$ cat config.mk
export PLATFORM = sky130hd
export DESIGN_NAME = tlc_phase_countdown
export DESIGN_NICKNAME = d
export VERILOG_FILES = /design/src/rtl/tlc_pkg.sv /design/src/rtl/bcd_down_counter_2d.sv /design/src/rtl/tlc_phase_countdown.sv
export SDC_FILE = /design/constraint.sdc
export NUM_CORES = 1
export LEC_CHECK = 0
export ABC_AREA = 1
export BUFFER_PORTS_ARGS = -buffer_cell sky130_fd_sc_hd__clkbuf_2
export CAP_MARGIN = 20
export CORE_MARGIN = 1
export CORE_UTILIZATION = 58
export CTS_CLUSTER_DIAMETER = 120
export DETAILED_ROUTE_END_ITERATION = 16
export PLACE_DENSITY = 0.82
export SYNTH_ARGS = -nofsm -noshare
export SYNTH_HDL_FRONTEND = slang
export SYNTH_SLANG_ARGS = --single-unit
$ cat constraint.sdc
create_clock -name clk -period 1.74 [get_ports clk]
set_input_delay 0.174 -clock clk [delete_from_list [all_inputs] [get_ports clk]]
set_output_delay 0.174 -clock clk [all_outputs]
set_load 0.02 [all_outputs]
$ cat src/rtl/tlc_pkg.sv
// Shared definitions for the traffic-light phase countdown: light codes,
// FSM encoding and the decimal-to-BCD helper used on the duration parameters.
package tlc_pkg;

  localparam logic [1:0] TL_RED     = 2'd0;
  localparam logic [1:0] TL_YELLOW  = 2'd1;
  localparam logic [1:0] TL_GREEN   = 2'd2;
  localparam logic [1:0] TL_INVALID = 2'd3;

  typedef enum logic [1:0] {
    ST_IDLE = 2'd0,
    ST_RUN  = 2'd1,
    ST_HOLD = 2'd2,
    ST_ERR  = 2'd3
  } state_t;

  // 0..99 to packed two-digit BCD {tens, ones}
  function automatic logic [7:0] dec2bcd(input int unsigned v);
    logic [3:0] t;
    logic [3:0] o;
    t = 4'(v / 10);
    o = 4'(v % 10);
    return {t, o};
  endfunction

endpackage

$ cat src/rtl/bcd_down_counter_2d.sv
// Two-digit BCD down counter with synchronous load; owns the ones->tens borrow.
module bcd_down_counter_2d (
  input  logic       clk,
  input  logic       reset,
  input  logic       load,
  input  logic [7:0] load_val,
  input  logic       dec,
  output logic [3:0] tens,
  output logic [3:0] ones,
  output logic       zero
);

  assign zero = (tens == 4'd0) && (ones == 4'd0);

  // Decrement is ignored at 00 so the count can never wrap.
  always_ff @(posedge clk or posedge reset) begin
    if (reset) begin
      tens <= 4'd0;
      ones <= 4'd0;
    end else if (load) begin
      tens <= load_val[7:4];
      ones <= load_val[3:0];
    end else if (dec && !zero) begin
      if (ones != 4'd0) begin
        ones <= ones - 4'd1;
      end else begin
        ones <= 4'd9;
        tens <= tens - 4'd1;
      end
    end
  end

endmodule

$ cat src/rtl/tlc_phase_countdown.sv
// Per-light "seconds remaining" readout: reloads on every light-code change
// and counts down in BCD once per tick, holding at 00 or showing EE on a bad code.
module tlc_phase_countdown
  import tlc_pkg::*;
#(
  parameter int RED_SEC           = 15,
  parameter int YELLOW_SEC        = 3,
  parameter int GREEN_PEAK_SEC    = 20,
  parameter int GREEN_OFFPEAK_SEC = 10
) (
  input  logic       clk,
  input  logic       reset,
  input  logic       tick,
  input  logic [1:0] tl,
  input  logic       peak,
  output logic [3:0] bcd_tens,
  output logic [3:0] bcd_ones,
  output logic       valid,
  output logic       overrun
);

  localparam logic [7:0] RED_BCD       = dec2bcd(RED_SEC);
  localparam logic [7:0] YELLOW_BCD    = dec2bcd(YELLOW_SEC);
  localparam logic [7:0] GREEN_PK_BCD  = dec2bcd(GREEN_PEAK_SEC);
  localparam logic [7:0] GREEN_OFF_BCD = dec2bcd(GREEN_OFFPEAK_SEC);
  localparam logic [7:0] ERR_BCD       = 8'hEE;

  state_t     state;
  state_t     state_nxt;
  logic [1:0] tl_q;
  logic       first;
  logic       change;
  logic       cnt_zero;
  logic       cnt_dec;
  logic [7:0] load_val;

  assign change = first || (tl != tl_q);

  // Peak is only looked at here, so mid-phase toggles never reach the count.
  always_comb begin
    load_val = ERR_BCD;
    case (tl)
      TL_RED:    load_val = RED_BCD;
      TL_YELLOW: load_val = YELLOW_BCD;
      TL_GREEN:  load_val = peak ? GREEN_PK_BCD : GREEN_OFF_BCD;
      default:   load_val = ERR_BCD;
    endcase
  end

  assign cnt_dec = (state == ST_RUN) && !change && tick;

  always_ff @(posedge clk or posedge reset) begin
    if (reset) begin
      state <= ST_IDLE;
      tl_q  <= TL_RED;
      first <= 1'b1;
    end else begin
      state <= state_nxt;
      tl_q  <= tl;
      first <= 1'b0;
    end
  end

  // A change event always wins over a same-cycle tick.
  always_comb begin
    state_nxt = state;
    if (change) begin
      state_nxt = (tl == TL_INVALID) ? ST_ERR : ST_RUN;
    end else begin
      case (state)
        ST_RUN:  if (tick && cnt_zero) state_nxt = ST_HOLD;
        ST_HOLD: state_nxt = ST_HOLD;
        ST_ERR:  state_nxt = ST_ERR;
        default: state_nxt = state;
      endcase
    end
  end

  always_comb begin
    valid   = 1'b0;
    overrun = 1'b0;
    case (state)
      ST_RUN:  valid = 1'b1;
      ST_HOLD: begin
        valid   = 1'b1;
        overrun = 1'b1;
      end
      default: begin
        valid   = 1'b0;
        overrun = 1'b0;
      end
    endcase
  end

  bcd_down_counter_2d u_counter (
    .clk      (clk),
    .reset    (reset),
    .load     (change),
    .load_val (load_val),
    .dec      (cnt_dec),
    .tens     (bcd_tens),
    .ones     (bcd_ones),
    .zero     (cnt_zero)
  );

endmodule

==> After elaboration in Yosys (flattened, before gate mapping) <==
Cells that the tools add are included.
{ "classes": {"n_addsub": 2, "eq_ne": 9, "muxes": 14, "n_reduce_logical": 17} }
{ "op_table": {"columns": ["cell", "count"], "rows": [
  ["4-bit two-way mux", 6],
  ["8-bit one-hot mux with 3 select lines", 1],
  ["2-bit == test (second input constant)", 4],
  ["4-bit zero test", 2],
  ["4-bit nonzero test", 2],
  ["4-bit by 1-bit subtractor with 4-bit output (second input constant)", 2],
  ["2-bit two-way mux", 3],
  ["6-bit two-way mux", 1],
  ["2-bit one-hot mux with 3 select lines", 1],
  ["1-bit logical AND", 5],
  ["2-bit by 1-bit == test with 1-bit output (second input constant)", 2],
  ["2-bit AND reduction", 2],
  ["3-bit by 2-bit != test with 1-bit output (second input constant)", 1],
  ["1-bit zero test", 2],
  ["2-bit zero test", 1],
  ["1-bit two-way mux", 2],
  ["2-bit != test", 1],
  ["2-bit != test (second input constant)", 1],
  ["2-bit nonzero test", 1],
  ["2-bit OR reduction", 1],
  ["1-bit logical OR", 1]
]} }
{ "word_totals": {"ff_bits": 13, "output_inout_bits": 10, "word_cells": 47} }

==> Depth between registers and ports, before layout <==
Gate-level depths: netlist (run 1).
{ "depth": {"ltp_word": 8, "ltp_mapped": 9} }

==> Cells and area by module <==
A second synthesis (run 1) with hierarchy kept.
{ "unflattened": {"hier_cells": 141, "hier_area_um2": 1052.3} }
{ "modules_own_cells": {"columns": ["module", "instances", "cells_per_inst", "area_per_inst_um2", "seq_area_each_um2"], "rows": [
  ["bcd_down_counter_2d", 1, 87, 634.4, 200.2],
  ["tlc_phase_countdown", 1, 54, 417.9, 126.4]
]} }

==> Worst setup path before layout (run 1) <==
Ideal clock, no wire load.
{ "synth_path": {"path_kind": "register to register", "start": "register u_counter.tens[0]", "end": "register u_counter.tens[2]", "setup_time_ns": 0.118, "arrival_ns": 1.265, "path_slack_ns": 0.358, "path_stages_with_launch": 9, "n_path_buf": 0, "period_less_slack_ns": 1.382, "cell_sequence": "dfrtp_1 -> inv_1 -> ha_1 -> nand2_1 -> nand4_1 -> nand2_1 -> inv_1 -> nand2_1 -> nand2_1"} }
{ "synth_between": {"elab_chain_cells": 6} }
{ "synth_rtl": {"columns": ["element", "line_no", "source"], "rows": [
  ["start, declared", "bcd_down_counter_2d.sv:8", "output logic [3:0] tens,"],
  ["start signal, assigned", "bcd_down_counter_2d.sv:21", "tens <= load_val[7:4];"],
  ["start signal, assigned", "bcd_down_counter_2d.sv:28", "tens <= tens - 4'd1;"],
  ["parallel branches: the longest is 6 deep, another holds 4-bit by 1-bit subtractor with 4-bit output", null, null]
]} }
Several ways; the timed one is not identified. The select of a mux whose other input is x is not followed.
A chain may end at the register's enable or synchronous reset.

==> Worst setup path after layout (run 1) <==
{ "layout_path": {"start": "register u_counter.tens[0]", "end": "register u_counter.tens[3]"} }
The elaborated chain is that of the path after synthesis.

==> impl_metrics.tcl, run 1 <==
set metrics [dict create \
    grt-ovfl-total 0 \
    avgSynthCellArea_um2 7.007 \
    grt_max_degree 14 \
    p_sw_frac 0.4010 \
    critPathLaunch "u_counter.tens[0]" \
    fillers 102 \
    yosysSeqAreaShare 0.3585 \
    grt_pass1_vias 820 \
    syn-cell-area_um2 910.9 \
    fin_area_um2 1039 \
    cts_made_buffers 3 \
    vias 874 \
    nNetsFinal 166 \
    fin_crit_ps 1440 \
    hold_ws_ps 44.27 \
    holdCritStartpoint "tl[0]" \
    io_buffers 15 \
    combinationalPowerShare 0.342 \
    rsz0062_at_grt "false" \
    post_cts_resized 0 \
    fin_skew_ps 2.736 \
    cts_tree "built" \
    clock_sinks 13 \
    synth-seq-cells 13 \
    drt_iter0_drc 23 \
    clk_pin_slew_worst_paths_ps 90 \
    dpl.hpwl_mm 1.502 \
    hold_violations 0 \
    core_area_um2 1383 \
    grt_use_total 0.2475 \
    power_switching_uw 354.1 \
    cts_setup_buffers 0 \
    syn_nets 145 \
    root_buffer "clkbuf_4" \
    clkLatencyLatePin_ps 290 \
    start_util 0.6588 \
    fin_crit_sh 0.8279 \
    clkPwrFrac 0.228 \
    drive_above_1_share 0.1800 \
    ys_warn_count 0 \
    status "finished, final reports clean" \
    postCtsHoldBufs 1 \
    drt_pass1_iterations 4 \
    reg2reg_from "u_counter.tens[0]" \
    leakage_nw 0.6038 \
    finalSetupViolCount 0 \
    area.growth.synth_to_final_pct 14.01 \
    power.density_nw_per_um2 850.4 \
    p_seq_frac 0.430 \
    layout.cells.non_filler 165 \
    antenna_found_initial 0 \
    drc 0 \
    std_cell_rows 13 \
    placed_area_um2 1001 \
    tns_ps 0 \
    n_antenna_cell 0 \
    gp_congestion 0.8270 \
    critical_path_class "reg2reg" \
    clockBufferDepth 2 \
    ys_types 17 \
    grt_first_pass_wirelength_mm 3.305 \
    ir_worst_vdd_uv 562.2 \
    crit_required_ps 1920 \
    hold_class "in2reg" \
    endpoint_kind "flip-flop" \
    cp.arrival_ps 1630 \
    total_power_uw 883.1 \
    fp.dieArea_um2 1733 \
    clock.fmax_ghz 0.6942 \
    p_int_uw 529.0 \
    routedWlPerCell_um 11.66 \
    dieHeight_um 41.63 \
    drv_slew 0 \
    start_kind "flip-flop" \
    maxCapViolations 0 \
    wl_mm 1.924 \
    drt-vias-per-instance 5.297 \
    syn_inst 130 \
    io_pins 16 \
    dpl.cell_count 160 \
    critPathMaxFanout 6 \
    htreeDepth 1 \
    dieWidth_um 41.63 \
    postRouteAntennaNets 0 \
]
==> worst max-delay path, cell delays in order (launching register included) <==
cell     delay (ps)
dfrtp_1         380
inv_1            90
ha_1            210
nand2_1         120
nand4_1         120
nand2_1         170
inv_1           110
nand2_1          80
nand2_1          60
==> metal layers <==
layer  share of wire  global-route usage  up-vias
met3           0.047             0.03913       11
met5               0                   0        -
met4           0.038              0.1484        0
met2            0.47              0.4250       42
met1            0.44              0.2865      389
li1                -                   -      432
==> path summary, 6_finish.rpt <==
check | end | slack (ps) | depth (start not counted)
hold reg to reg | u_counter.tens[0] | 540 | 2
setup / recovery | u_counter.tens[3] | 300 | 8
setup reg to reg | u_counter.tens[3] | 300 | 8
min in group asynchronous | tl_q[1] | 420 | 3
hold / removal | tl_q[0] | 40 | 1
max in group asynchronous | first | 960 | 3
==> synthesized netlist by cell type <==
library cell | count | area [um^2]
inv_1 | 22 | 82.58
nor2_2 | 3 | 18.77
buf_6 | 1 | 11.26
nand4_1 | 1 | 6.260
nand3_2 | 2 | 20.02
a21oi_1 | 1 | 5.000
dfstp_2 | 1 | 26.28
nand2_1 | 44 | 165.2
dfrtp_1 | 12 | 300.3
conb_1 | 1 | 3.750
or2_2 | 1 | 6.260
o21ai_0 | 7 | 35.03
nor2_1 | 12 | 45.04
nand3_1 | 11 | 55.05
xor2_1 | 1 | 8.760
ha_1 | 9 | 112.6
xnor2_1 | 1 | 8.760
==> power groups by stage <==
stage                     logic, mW  registers, mW  clock network, mW
after floorplan               0.183          0.409                  0
after CTS                     0.301          0.378              0.193
final                         0.302          0.380              0.202
after global placement        0.286          0.382                  0
after global routing          0.341          0.384              0.206
after detailed placement      0.297          0.385                  0
==> sequential cells by signal, summed over array words and instances, names as in the netlist <==
name / cells
u_counter.tens: 4
first: 1
u_counter.ones: 4
state: 2
tl_q: 2
==> placed cells by master, fill, tap and decap left out, drive strengths merged <==
| cell | count |
|---|---|
| a21oi | 1 |
| conb | 1 |
| nand3 | 13 |
| inv | 22 |
| or2 | 1 |
| clkbuf | 18 |
| dfstp | 1 |
| xnor2 | 1 |
| dlygate4sd3 | 1 |
| buf | 1 |
| ha | 9 |
| nand4 | 1 |
| nor2 | 15 |
| xor2 | 1 |
| o21ai | 7 |
| clkinv | 1 |
| nand2 | 44 |
| dfrtp | 12 |
==> cells by family (layout without fill, tap and decap cells) <==
kind of cell               Yosys count  count (layout)  share of synthesized area
adders and majority gates            9               9                     0.1236
AOI/OAI and AO/OA                    8               8                    0.04395
other                                1               1                   0.004117
xor gates and xnor gates             2               2                    0.01923
buffers and inverters               23              43                     0.1030
and+or+nand+nor                     74              74                     0.3475
DFF                                 13              13                     0.3585
==> per-stage QoR <==
stage                       util  setup WS, ps
final                     0.7511         299.5
after global routing      0.7511         150.5
after CTS                 0.7511         318.2
after detailed placement  0.7240         341.4
after global placement    0.7240         357.7
after floorplan                -         357.9
==> cell type report <==
cell class | instances | area (um^2) | area share
clock buffers | 3 | 22.52 | 0.02169
clock inverters | 1 | 5.005 | 0.004819
inverters | 22 | 82.58 | 0.07952
multi-input cells | 94 | 490.5 | 0.4723
flip-flops and latches | 13 | 326.6 | 0.3145
well taps | 15 | 18.77 | 0.01807
repair buffers | 17 | 92.59 | 0.08916
Note: power is estimated with default switching activity, not from simulation.
==> run 2, diff against run 1 <==
Settings changed: CORE_UTILIZATION 58 to 54, PLACE_DENSITY 0.82 to 0.77.
Clock period 1.74 ns to 1.4 ns, I/O delays scaled along.
==> impl_metrics.tcl, run 2 (synthesized netlist as in run 1, its figures left out) <==
set metrics [dict create \
    routedWlPerCell_um 10.53 \
    drt-vias-per-instance 4.947 \
    r2r_end "u_counter.tens[3]" \
    drv_slew 0 \
    largestRegisters "u_counter.ones: 4 flops, u_counter.tens: 4 flops" \
    holdCritStartpoint "tl[0]" \
    final_common_cell "nand2_1" \
    dpl.hpwl_mm 1.337 \
    htreeDepth 1 \
    std_cell_rows 14 \
    cp_cell_sequence "inv_1 > ha_1 > inv_1 > clkbuf_2" \
    hold_ws_ps 28.44 \
    fin_skew_ps 2.850 \
    drc 0 \
    critical_path_class "reg2out" \
    fin_area_um2 1109 \
    io_pins 16 \
    slowest_stage "dfrtp_1" \
    critPathMaxFanout 3 \
    placed_area_um2 1017 \
    clk_pin_slew_worst_paths_ps 80 \
    status "finished, final reports clean" \
    drive_above_1_share 0.2452 \
    dieHeight_um 43.07 \
    endpoint_kind "output pin" \
    wl_mm 1.801 \
    cts_made_buffers 3 \
    fillers 126 \
    path_common_cell "inv_1" \
    n_antenna_cell 0 \
    root_buffer "clkbuf_4" \
    leakage_nw 0.6283 \
    clockBufferDepth 2 \
    core_area_um2 1541 \
    wl_met3_um 77 \
    gp_congestion 0.8058 \
    cts_tree "built" \
    dieWidth_um 43.07 \
    clkLatencyLatePin_ps 280 \
    io_buffers 15 \
    grt_max_degree 14 \
    min_to "tl_q[0]" \
    clock_sinks 13 \
    area.growth.synth_to_final_pct 21.70 \
    route.met2.wl_um 839 \
    whs_path_depth 1 \
    final_cell_mix "nand2_1, inv_1, clkbuf_2, dfrtp_1" \
    wl_met1_um 847 \
    fin_util 0.7192 \
    grt_pass1_vias 690 \
    layout.cells.non_filler 171 \
    setup_ws_ps 74.57 \
    grt-ovfl-total 0 \
    fp.dieArea_um2 1855 \
    reg2reg_from "u_counter.ones[0]" \
    grt_first_pass_wirelength_mm 2.794 \
    drt_iter0_drc 13 \
    maxCapViolations 0 \
    top_layer "met4" \
    dpl.cell_count 163 \
    cpPeakStageDelay_ps 370 \
    ir_worst_vdd_uv 592.2 \
    crit_required_ps 1260 \
    hold_violations 0 \
    fin_crit_sh 0.9467 \
    finalSetupViolCount 0 \
    vias 846 \
    power.density_nw_per_um2 1009 \
    fin_crit_ps 1325 \
    nNetsFinal 171 \
    hold_class "in2reg" \
    start_kind "flip-flop" \
    worstRegToRegCells 8 \
    rrSetupSlack_ps 90 \
    pre_cts_ws_ps 60.91 \
    cp.arrival_ps 1190 \
    postRouteAntennaNets 0 \
    grt_use_total 0.2018 \
    antenna_found_initial 0 \
    clock.fmax_ghz 0.7545 \
    drt_pass1_iterations 4 \
    start_util 0.5909 \
]
==> run 2: changes by cell type in the layout (fill, tap and decap cells not counted), sizes merged <==
cell | before | now
clkbuf | 18 | 19
buf | 1 | 6
clkinv | 1 | 0
==> run 2: power by group <==
| group | internal, mW | switching (mW) |
|---|---|---|
| clock | 0.111 | 0.123 |
| sequential | 0.422 | 0.0458 |
| combinational | 0.162 | 0.255 |
==> run 2: metal layers <==
layer | GRT usage | vias to the layer above
li1 | - | 442
met1 | 0.2568 | 373
met2 | 0.3394 | 26
met3 | 0.02553 | 5
met4 | 0.09091 | 0
met5 | 0 | -
==> run 2: area by class of cell <==
cell class / count / area (um^2) / area share
well taps: 16 / 20.02 / 0.01806
multi-input cells: 94 / 523.0 / 0.4718
inverters: 22 / 82.58 / 0.07449
flip-flops and latches: 13 / 326.6 / 0.2946
clock buffers: 4 / 26.28 / 0.02370
repair buffers: 22 / 130.1 / 0.1174
==> run 2: how the worst max path moves through the flow <==
stage / start / end / slack, ps / cells past startpoint
finish: state[0] / valid / 70 / 4
global route: u_counter.tens[1] / u_counter.ones[0] / -20 / 9
CTS: state[0] / valid / 10 / 4
detailed placement: u_counter.tens[0] / u_counter.tens[3] / 60 / 8
global placement: u_counter.tens[0] / u_counter.tens[2] / 90 / 8
floorplan: u_counter.tens[0] / u_counter.tens[2] / 20 / 8
==> run 2: metrics by stage <==
step                power [mW]  TNS [ps]
detailed placement      0.8461         0
CTS                      1.085         0
global placement        0.8367         0
finish                   1.119         0
floorplan               0.7356         0
global route             1.193    -31.67
==> run 2: critical path: cells and delay by family, from the launching register on <==
| kind | cells | cell delay (ps) |
|---|---|---|
| flip-flops | 1 | 370 |
| buffers and inverters | 3 | 250 |
| adder cells (fa/ha/maj) | 1 | 280 |
==> run 2: timing repair <==
item                                    CTS  global route
buffers inserted                          0             3
hold buffers                              1             0
endpoints found under the setup margin    0            11
resized for setup                         0             9
hold endpoints to repair                 12             0
==> run 3, diff against run 2 <==
Settings changed: CORE_MARGIN 1 to not set, CORE_UTILIZATION 54 to 58, PLACE_DENSITY 0.77 to 0.82, SETUP_SLACK_MARGIN set to 0.3.
Clock period 1.4 ns to 1.53 ns, I/O delays scaled along.
==> impl_metrics.tcl, run 3 <==
set metrics [dict create \
    status "aborted with a tool error" \
    stop_stage "5_1_grt" \
    firstError "[ERROR DPL-0033] detailed placement checks failed during check placement." \
    yosysMostFrequentCell "nand2_1" \
    grt-worst-endpoint "valid" \
    antenna_found_initial 0 \
    clockBufferDepth 2 \
    io_pins 16 \
    ys_warn_count 0 \
    ys_types 17 \
    synthArstFlopShare 1.000 \
    ys_top_cells_by_count "nand2_1, inv_1, dfrtp_1, nor2_1, nand3_1" \
    cts_made_buffers 3 \
    clock_sinks 13 \
    root_buffer "clkbuf_4" \
    synth-seq-cells 13 \
    yosysTopAreaCell "dfrtp_1" \
    dieHeight_um 41.63 \
    synth_edf_count 0 \
    dieWidth_um 41.63 \
    syn-cell-area_um2 910.9 \
    endpoint_type "top-level output" \
    avgSynthCellArea_um2 7.007 \
    synth_top_area_share 0.3297 \
    std_cell_rows 13 \
    synth_flop_cell "dfrtp_1" \
    pre_cts_ws_ps 177.4 \
    dpl.hpwl_mm 1.405 \
    gp_congestion 0.8202 \
    io_buffers 15 \
    yosysSeqAreaShare 0.3585 \
    synth_area_leaders "dfrtp_1, nand2_1, ha_1" \
    htreeDepth 1 \
    grt_max_degree 14 \
    start_util 0.6588 \
    syn_inst 130 \
    syn_nets 145 \
]
[run 3: repair_timing]
item	4_1_cts
resized for setup	14
hold buffers	1
endpoints found under the setup margin	12
setup buffers	9
pin swaps	6
endpoints found under the hold margin	12
[run 3: stage by stage]
| stage | utilization | instances | instance area, um^2 |
|---|---|---|---|
| after detailed placement | 0.7403 | 160 | 1023 |
| after CTS | 0.8507 | 174 | 1176 |
| after floorplan | - | 130 | 933.4 |
| after global placement | 0.7403 | 160 | 1023 |
[run 3: logic make-up after synthesis]
| logic type | share of synthesized area |
|---|---|
| AND/OR/NAND/NOR | 0.3475 |
| buffers and inverters | 0.1030 |
| flip-flops | 0.3585 |
| adder cells (fa/ha/maj) | 0.1236 |
| AO/OA/AOI/OAI | 0.04395 |
| XOR/XNOR | 0.01923 |
| other | 0.004117 |
==> run 4, diff against run 3 <==
Settings changed: CORE_AREA set to 2 2 63 65, CORE_UTILIZATION 58 to not set, CTS_CLUSTER_DIAMETER 120 to not set, DIE_AREA set to 0 0 65 67, PLACE_DENSITY 0.82 to not set, PLACE_DENSITY_LB_ADDON set to 0.15, SETUP_SLACK_MARGIN 0.3 to not set.
==> impl_metrics.tcl, run 4 (synthesized netlist as in run 1, its figures left out) <==
set metrics [dict create \
    clock_sinks 13 \
    core_area_um2 3606 \
    drt_pass1_iterations 4 \
    endpoint_kind "flip-flop" \
    slew_headroom 0.6415 \
    crit_required_ps 1670 \
    grt_pass1_vias 839 \
    pre_cts_ws_ps 96.75 \
    drive_above_1_share 0.1974 \
    postRouteAntennaNets 0 \
    fillers 388 \
    start_kind "flip-flop" \
    drt-vias-per-instance 4.205 \
    hold_class "in2reg" \
    area.growth.synth_to_final_pct 22.39 \
    fin_crit_ps 1372 \
    nNetsFinal 168 \
    status "finished, final reports clean" \
    tightest_slew_ps 537.2 \
    root_buffer "clkbuf_8" \
    finalSetupViolCount 0 \
    power_switching_uw 389.3 \
    grt_max_degree 14 \
    combinationalPowerShare 0.314 \
    ir_worst_vdd_uv 218.8 \
    fin_crit_sh 0.8969 \
    clk_pin_slew_worst_paths_ps 60 \
    tns_ps 0 \
    n_antenna_cell 0 \
    clockBufferDepth 2 \
    start_util 0.2526 \
    clkPwrFrac 0.289 \
    cts_made_buffers 3 \
    power.density_nw_per_um2 971.6 \
    clock.fmax_ghz 0.7288 \
    clkLatencyLatePin_ps 240 \
    wl_mm 1.942 \
    antenna_found_initial 0 \
    dieHeight_um 67 \
    fp.dieArea_um2 4355 \
    fin_skew_ps 2.586 \
    grt_first_pass_wirelength_mm 3.525 \
    maxCapViolations 0 \
    final_cell_mix "nand2_1, inv_1, clkbuf_2, nor2_1, dfrtp_1" \
    gp_congestion 0.7628 \
    p_int_uw 693.9 \
    grt-ovfl-total 0 \
    drv_slew 0 \
    largestRegisters "u_counter.ones: 4 flops, u_counter.tens: 4 flops" \
    io_pins 16 \
    rsz0062_at_grt "false" \
    setup_ws_ps 157.8 \
    grt_use_total 0.1094 \
    p_sw_frac 0.3594 \
    std_cell_rows 22 \
    htreeDepth 1 \
    cts_tree "built" \
    dpl.hpwl_mm 1.552 \
    drc 0 \
    critical_path_class "reg2reg" \
    io_buffers 15 \
    routedWlPerCell_um 9.710 \
    cp.arrival_ps 1510 \
    leakage_nw 0.6173 \
    vias 841 \
    hold_violations 0 \
    drt_iter0_drc 21 \
    dieWidth_um 65 \
    p_seq_frac 0.397 \
    final_common_cell "nand2_1" \
    critPathMaxFanout 9 \
]
[run 4: final timing paths]
kind	from	to	slack [ps]	cells after the start
max in group asynchronous	reset	first	680	3
min reg2reg	u_counter.tens[0]	u_counter.tens[0]	540	2
max	tl_q[1]	u_counter.ones[3]	160	8
min	tl[1]	tl_q[1]	80	1
max reg2reg	tl_q[1]	u_counter.ones[3]	160	8
min in group asynchronous	reset	u_counter.tens[0]	480	3
[run 4: layout make-up]
type | count | area, um^2 | share of cell area
clock buffer | 4 | 45.04 | 0.04040
inverter | 22 | 82.58 | 0.07407
multi-input combinational | 94 | 493.0 | 0.4422
sequential | 13 | 326.6 | 0.2929
tap | 48 | 60.06 | 0.05387
timing repair buffer | 19 | 107.6 | 0.09652
[run 4: routing by layer]
layer | GRT usage | wire [um]
met1 | 0.1295 | 894
met2 | 0.1804 | 919
met3 | 0.02027 | 78
met4 | 0.07181 | 50
met5 | 0 | 0
[run 4: repair_timing]
item	in CTS	in global routing
endpoints found under the hold margin	12	0
endpoints found under the setup margin	0	6
hold buffers	1	0
buffers inserted	0	2
gates resized for setup	0	2
[run 4: power groups by stage]
stage / clock [mW] / combinational, mW / sequential (mW)
5_1_grt: 0.356 / 0.398 / 0.440
6_report: 0.313 / 0.340 / 0.430
4_1_cts: 0.333 / 0.342 / 0.430
2_1_floorplan: 0 / 0.208 / 0.466
3_3_place_gp: 0 / 0.339 / 0.436
3_5_place_dp: 0 / 0.338 / 0.437
[run 4: critical path, cell delays in order (launching register included)]
cell     delay (ps)
dfrtp_1         360
inv_1            40
nand2_1          90
nand3_2          70
nor2_2          280
nand2_2         150
buf_4           150
nor2_1           80
nor2_1           50
[run 4: stage by stage]
stage	area [um^2]	util	hold WS, ps	cells	power (mW)
floorplan	910.9	-	29.24	130	0.6731
global placement	1042	0.2890	219.1	193	0.7750
detailed placement	1042	0.2890	220.0	193	0.7744
CTS	1097	0.3043	75.65	198	1.106
global route	1115	0.3092	69.26	200	1.194
finish	1115	0.3092	83.21	200	1.083
